===== src/rtl/jcf_ctrl_unit.sv =====
// jcf_ctrl_unit
// Two-phase jump/condition/store control for the K2 datapath. Owns the
// architectural flag register and a DECODE/EXEC phase FSM; every accepted
// instruction takes exactly two cycles. All outputs come from registered
// state only.
//
// Build option: define JCF_LOOP_EN to add a hardware loop counter that
// conditional jumps can test (loop_jmp) instead of a flag.
//
// Ports:
//   clk, rst      clock, synchronous active-high reset
//   instr_valid   instruction present (sampled in DECODE only)
//   op, d         opcode / destination field, latched on acceptance
//   cond_sel      flag index tested by a conditional jump
//   cond_inv      invert the tested condition
//   flags_in/we   flag register load
//   loop_load/val loop counter load (JCF_LOOP_EN only)
//   loop_jmp      conditional jump tests loop counter (JCF_LOOP_EN only)
//   jcf           jump taken, one-cycle pulse in EXEC
//   data_sel      store data path select in EXEC of a store
//   data_mem_en   data memory write enable (store with d == 2'b11)
//   busy          high in EXEC
//   flags_q       registered flags
//   loop_cnt      loop counter value (0 without JCF_LOOP_EN)
//
// state  | meaning
// DECODE | idle, waiting for instr_valid; outputs low
// EXEC   | instruction executing; outputs reflect latched op

module jcf_ctrl_unit #(
   parameter int FLAG_W = 4,
   parameter int SEL_W  = 2,
   parameter int CNT_W  = 8
) (
   input  logic              clk,
   input  logic              rst,
   input  logic              instr_valid,
   input  logic [1:0]        op,
   input  logic [SEL_W-1:0]  cond_sel,
   input  logic              cond_inv,
   input  logic [1:0]        d,
   input  logic [FLAG_W-1:0] flags_in,
   input  logic              flags_we,
   input  logic              loop_load,
   input  logic [CNT_W-1:0]  loop_val,
   input  logic              loop_jmp,
   output logic              jcf,
   output logic              data_sel,
   output logic              data_mem_en,
   output logic              busy,
   output logic [FLAG_W-1:0] flags_q,
   output logic [CNT_W-1:0]  loop_cnt
);

   localparam logic [0:0] S_DECODE = 1'b0;
   localparam logic [0:0] S_EXEC   = 1'b1;

   logic [0:0] state_q;
   logic [1:0] op_q;
   logic [1:0] d_q;
   logic       taken_q;
   logic       taken_c;
   logic       flag_bit;
   logic       loop_mode;
   logic       loop_nz;
   logic       accept;

   assign accept = (state_q == S_DECODE) && instr_valid;

   // Out-of-range selectors read as 0 when FLAG_W < 2**SEL_W.
   always_comb begin
      flag_bit = 1'b0;
      if (int'(cond_sel) < FLAG_W) flag_bit = flags_q[cond_sel];
   end

`ifdef JCF_LOOP_EN
   logic [CNT_W-1:0] loop_cnt_q;
   logic             loop_dec_q;

   assign loop_mode = (op == 2'b10) && loop_jmp;
   assign loop_nz   = (loop_cnt_q != '0);
   assign loop_cnt  = loop_cnt_q;

   // Decrement is deferred to the EXEC->DECODE edge so the count seen by
   // software during EXEC still matches the value that was tested.
   always_ff @(posedge clk) begin
      if (rst) begin
         loop_cnt_q <= '0;
         loop_dec_q <= 1'b0;
      end else begin
         if (accept) loop_dec_q <= loop_mode && loop_nz;
         if (loop_load)
            loop_cnt_q <= loop_val;
         else if ((state_q == S_EXEC) && loop_dec_q && loop_nz)
            loop_cnt_q <= loop_cnt_q - CNT_W'(1);
      end
   end
`else
   logic unused_loop;

   assign unused_loop = ^{loop_load, loop_val, loop_jmp};
   assign loop_mode   = 1'b0;
   assign loop_nz     = 1'b0;
   assign loop_cnt    = '0;
`endif

   always_comb begin
      taken_c = 1'b0;
      case (op)
         2'b01:   taken_c = 1'b1;
         2'b10:   taken_c = loop_mode ? loop_nz : (flag_bit ^ cond_inv);
         default: taken_c = 1'b0;
      endcase
   end

   always_ff @(posedge clk) begin
      if (rst) begin
         state_q <= S_DECODE;
         op_q    <= 2'b00;
         d_q     <= 2'b00;
         taken_q <= 1'b0;
      end else begin
         case (state_q)
            S_DECODE: begin
               if (instr_valid) begin
                  op_q    <= op;
                  d_q     <= d;
                  taken_q <= taken_c;
                  state_q <= S_EXEC;
               end
            end
            S_EXEC:  state_q <= S_DECODE;
            default: state_q <= S_DECODE;
         endcase
      end
   end

   // Flags update in either phase; the condition above always sees the
   // pre-update value.
   always_ff @(posedge clk) begin
      if (rst)
         flags_q <= '0;
      else if (flags_we)
         flags_q <= flags_in;
   end

   assign busy        = (state_q == S_EXEC);
   assign jcf         = busy && taken_q;
   assign data_sel    = busy && (op_q == 2'b11);
   assign data_mem_en = data_sel && (d_q == 2'b11);

endmodule


===== config.mk =====
export PLATFORM = sky130hd
export DESIGN_NAME = jcf_ctrl_unit
export DESIGN_NICKNAME = d
export VERILOG_FILES = /design/src/rtl/jcf_ctrl_unit.sv
export SDC_FILE = /design/constraint.sdc
export NUM_CORES = 1
export LEC_CHECK = 0
export CORE_MARGIN = 4
export CORE_UTILIZATION = 32
export DETAILED_ROUTE_END_ITERATION = 10
export MAX_ROUTING_LAYER = met4
export PLACE_DENSITY = 0.76
export SYNTH_ARGS = -nofsm -noshare
export SYNTH_HDL_FRONTEND = slang
export SYNTH_SLANG_ARGS = --single-unit

===== constraint.sdc =====
create_clock -name clk -period 1.16 [get_ports clk]
set_input_delay 0.232 -clock clk [delete_from_list [all_inputs] [get_ports clk]]
set_output_delay 0.232 -clock clk [all_outputs]
set_load 0.02 [all_outputs]

==> flow_metrics.env <==
export IMPL_cts_tree="built"
export IMPL_grt_pass1_wl_um=2235
export IMPL_post_place_cells=108
export IMPL_crit_family="simple AND/OR/NAND/NOR gates"
export IMPL_worstPathArrival_ps=1070
export IMPL_core_sq_um=1524
export IMPL_fin_cells=112
export IMPL_rsz0062_at_grt="true"
export IMPL_syn_area_per_cell_sq_um=8.574
export IMPL_vdd_drop_max_uv=672.7
export IMPL_clk_latency_ps=270
export IMPL_first_pass_iters=6
export IMPL_place_ws_ps=-400.5
export IMPL_wl_um=1412
export IMPL_worstPathRequired_ps=930
export IMPL_grt_antenna_before_repair=0
export IMPL_root_buffer="clkbuf_4"
export IMPL_yosysUniqueCellTypes=22
export IMPL_holdBufCountCts=0
export IMPL_critPathKind="reg2out"
export IMPL_die_y_um=48.43
export IMPL_violations="setup timing"
export IMPL_boundaryPins=41
export IMPL_design_area_sq_um=878.3
export IMPL_leakagePower_nw=0.4174
export IMPL_cp_slowest_cell="dfxtp_2"
export IMPL_hp_class="in2reg"
export IMPL_synth_top_cells_by_area="dfxtp_1, mux2i_1, buf_4"
export IMPL_slew_violations=0
export IMPL_cts_buffers=3
export IMPL_synthCells=61
export IMPL_power_density_nw_per_um2=1032
export IMPL_port_buffers=22
export IMPL_synth_warnings=0
export IMPL_finalClockSkew_ps=4.808
export IMPL_syn_to_final_growth_pct=67.94
export IMPL_final_cell_mix="buf_4, clkdlybuf4s50_1, nand2_1, conb_1"
export IMPL_dieWidth_um=48.43
export IMPL_synth_seq_cells=10
export IMPL_place_detailed_hpwl_um=1099
export IMPL_place_area_sq_um=815.8
export IMPL_grt_pass1_vias=508
export IMPL_fin_tns_setup_ps=-302.1
export IMPL_hold_start="op[1]"
export IMPL_clock_sinks=10
export IMPL_cp_start_kind="register"
export IMPL_fp_dieArea_sq_um=2345
export IMPL_cp_startpoint="op_q[0]$_SDFFE_PP0P_"
export IMPL_final_hold_violation_count=0
export IMPL_fin_nets=124
export IMPL_end_kind="output port"
export IMPL_num_rows=14
export IMPL_htreeDepth=1
export IMPL_clock_path_buffers=2
export IMPL_path_buf_inv=1
export IMPL_status="complete, but fails checks"
export IMPL_ant_nets=0
export IMPL_grt_max_degree=10
export IMPL_start_util_pct=34.32
export IMPL_path_clk_slew_ps=70
export IMPL_synth_largest_area_cell="dfxtp_1"
export IMPL_max_stage_delay_ps=330
export IMPL_finalCritPeriodShare_pct=112.3
export IMPL_track_usage_pct=13.19
export IMPL_vias_per_cell=4.714
export IMPL_finalCriticalPeriod_ps=1302
export IMPL_gr_total_overflow=0
export IMPL_drv_cap=0
export IMPL_yosysSeqAreaShare_pct=38.28
export IMPL_yosysTopAreaCellShare_pct=38.28
export IMPL_crit_top_cell="and3_4"
export IMPL_postLayoutSetupSlackWorst_ps=-142.2
export IMPL_drive_gt1_share_pct=35.42
export IMPL_drc=0
export IMPL_postCtsSetupBuffers=0
export IMPL_max_freq_mhz=768.0
export IMPL_gp_congestion=0.7848
export IMPL_r2r_start="flags_q[2]$_SDFFE_PP0P_"
export IMPL_wl_per_cell_um=12.61
export IMPL_vias=528
export IMPL_path_cells="and3_4 -> and3_4 -> buf_6"
export IMPL_p_total_uw=906.5
export IMPL_drtIter0Drc=11
export IMPL_final_common_cell="buf_4"
export IMPL_syn_area_sq_um=523.0
export IMPL_setup_violations_final=3
export IMPL_critical_path_peak_fanout=2
export IMPL_antenna_cells=0
-- what timing repair did --
item | CTS | global route
resized for setup | 41 | 6
hold endpoints to repair | 0 | 0
pin swaps | 4 | 2
setup endpoints to repair | 9 | 6
-- flip-flops by register name, summed over array words and instances (netlist names) --
| register | flops |
|---|---|
| busy | 1 |
| op_q | 2 |
| flags_q | 4 |
| taken_q | 1 |
| d_q | 2 |
-- where the power goes --
| part | switching [mW] | leakage [nW] | total, mW | internal [mW] |
|---|---|---|---|---|
| combinational | 0.105 | 0.312 | 0.210 | 0.105 |
| clock | 0.131 | 0.0210 | 0.321 | 0.191 |
| sequential | 0.0100 | 0.0841 | 0.375 | 0.365 |
-- worst register-to-register path: stages (launching register included) --
cell     delay, ps
dfxtp_2        330
buf_4          110
mux2i_4         70
and4b_1        210
o31ai_1        190
nand3_1         90
-- stage by stage --
stage / hold slack (ps) / utilization [%]
5_1_grt: 423.6 / 57.64
4_1_cts: 404.9 / 56.98
3_5_place_dp: 443.6 / 53.53
6_report: 399.8 / 57.64
3_3_place_gp: 439.6 / 53.53
2_1_floorplan: 368.0 / -
-- Yosys cell counts, drive strengths merged --
cell and instances:
a21oi 4, and2 1, and3 2, and4b 1
buf 8, clkbuf 2, conb 1, dfxtp 10
ha 2, inv 2, mux2i 6, nand2 8
nand2b 1, nand3 1, nand3b 1, nand4 1
nor2 5, nor2b 1, nor3 1, nor4b 1
o31ai 1, xnor2 1
-- path summary, 6_finish.rpt --
path	end	slack (ps)	cells past startpoint
setup / recovery	data_mem_en	-140	3
hold / removal	op_q[1]$_SDFFE_PP0P_	400	3
setup reg to reg	taken_q$_SDFFE_PP0P_	60	5
hold reg to reg	op_q[0]$_SDFFE_PP0P_	460	2
-- routing by layer --
metal | track usage, % | up-vias | routed length [um]
li1 | - | 258 | -
met1 | 12.85 | 247 | 522
met2 | 21.74 | 17 | 757
met3 | 2.454 | 6 | 71
met4 | 11.98 | 0 | 61
met5 | - | - | 0
-- final cells by class --
cell class	instances	area [sq um]
Fill cell	129	645.6
Sequential cell	10	206.4
Clock buffer	4	36.28
Inverter	2	7.507
Tap cell	16	20.02
Multi-Input combinational cell	46	312.8
Timing Repair Buffer	34	295.3
-- cells by family after synthesis --
| group | share of synthesized area (%) |
|---|---|
| simple gates | 23.45 |
| mux | 11.48 |
| xor+xnor | 1.675 |
| compound gates | 5.264 |
| other cells | 0.7170 |
| buf+inv | 14.36 |
| fa+ha+maj | 4.784 |
| flops | 38.28 |
(Power assumes the default switching activity.)
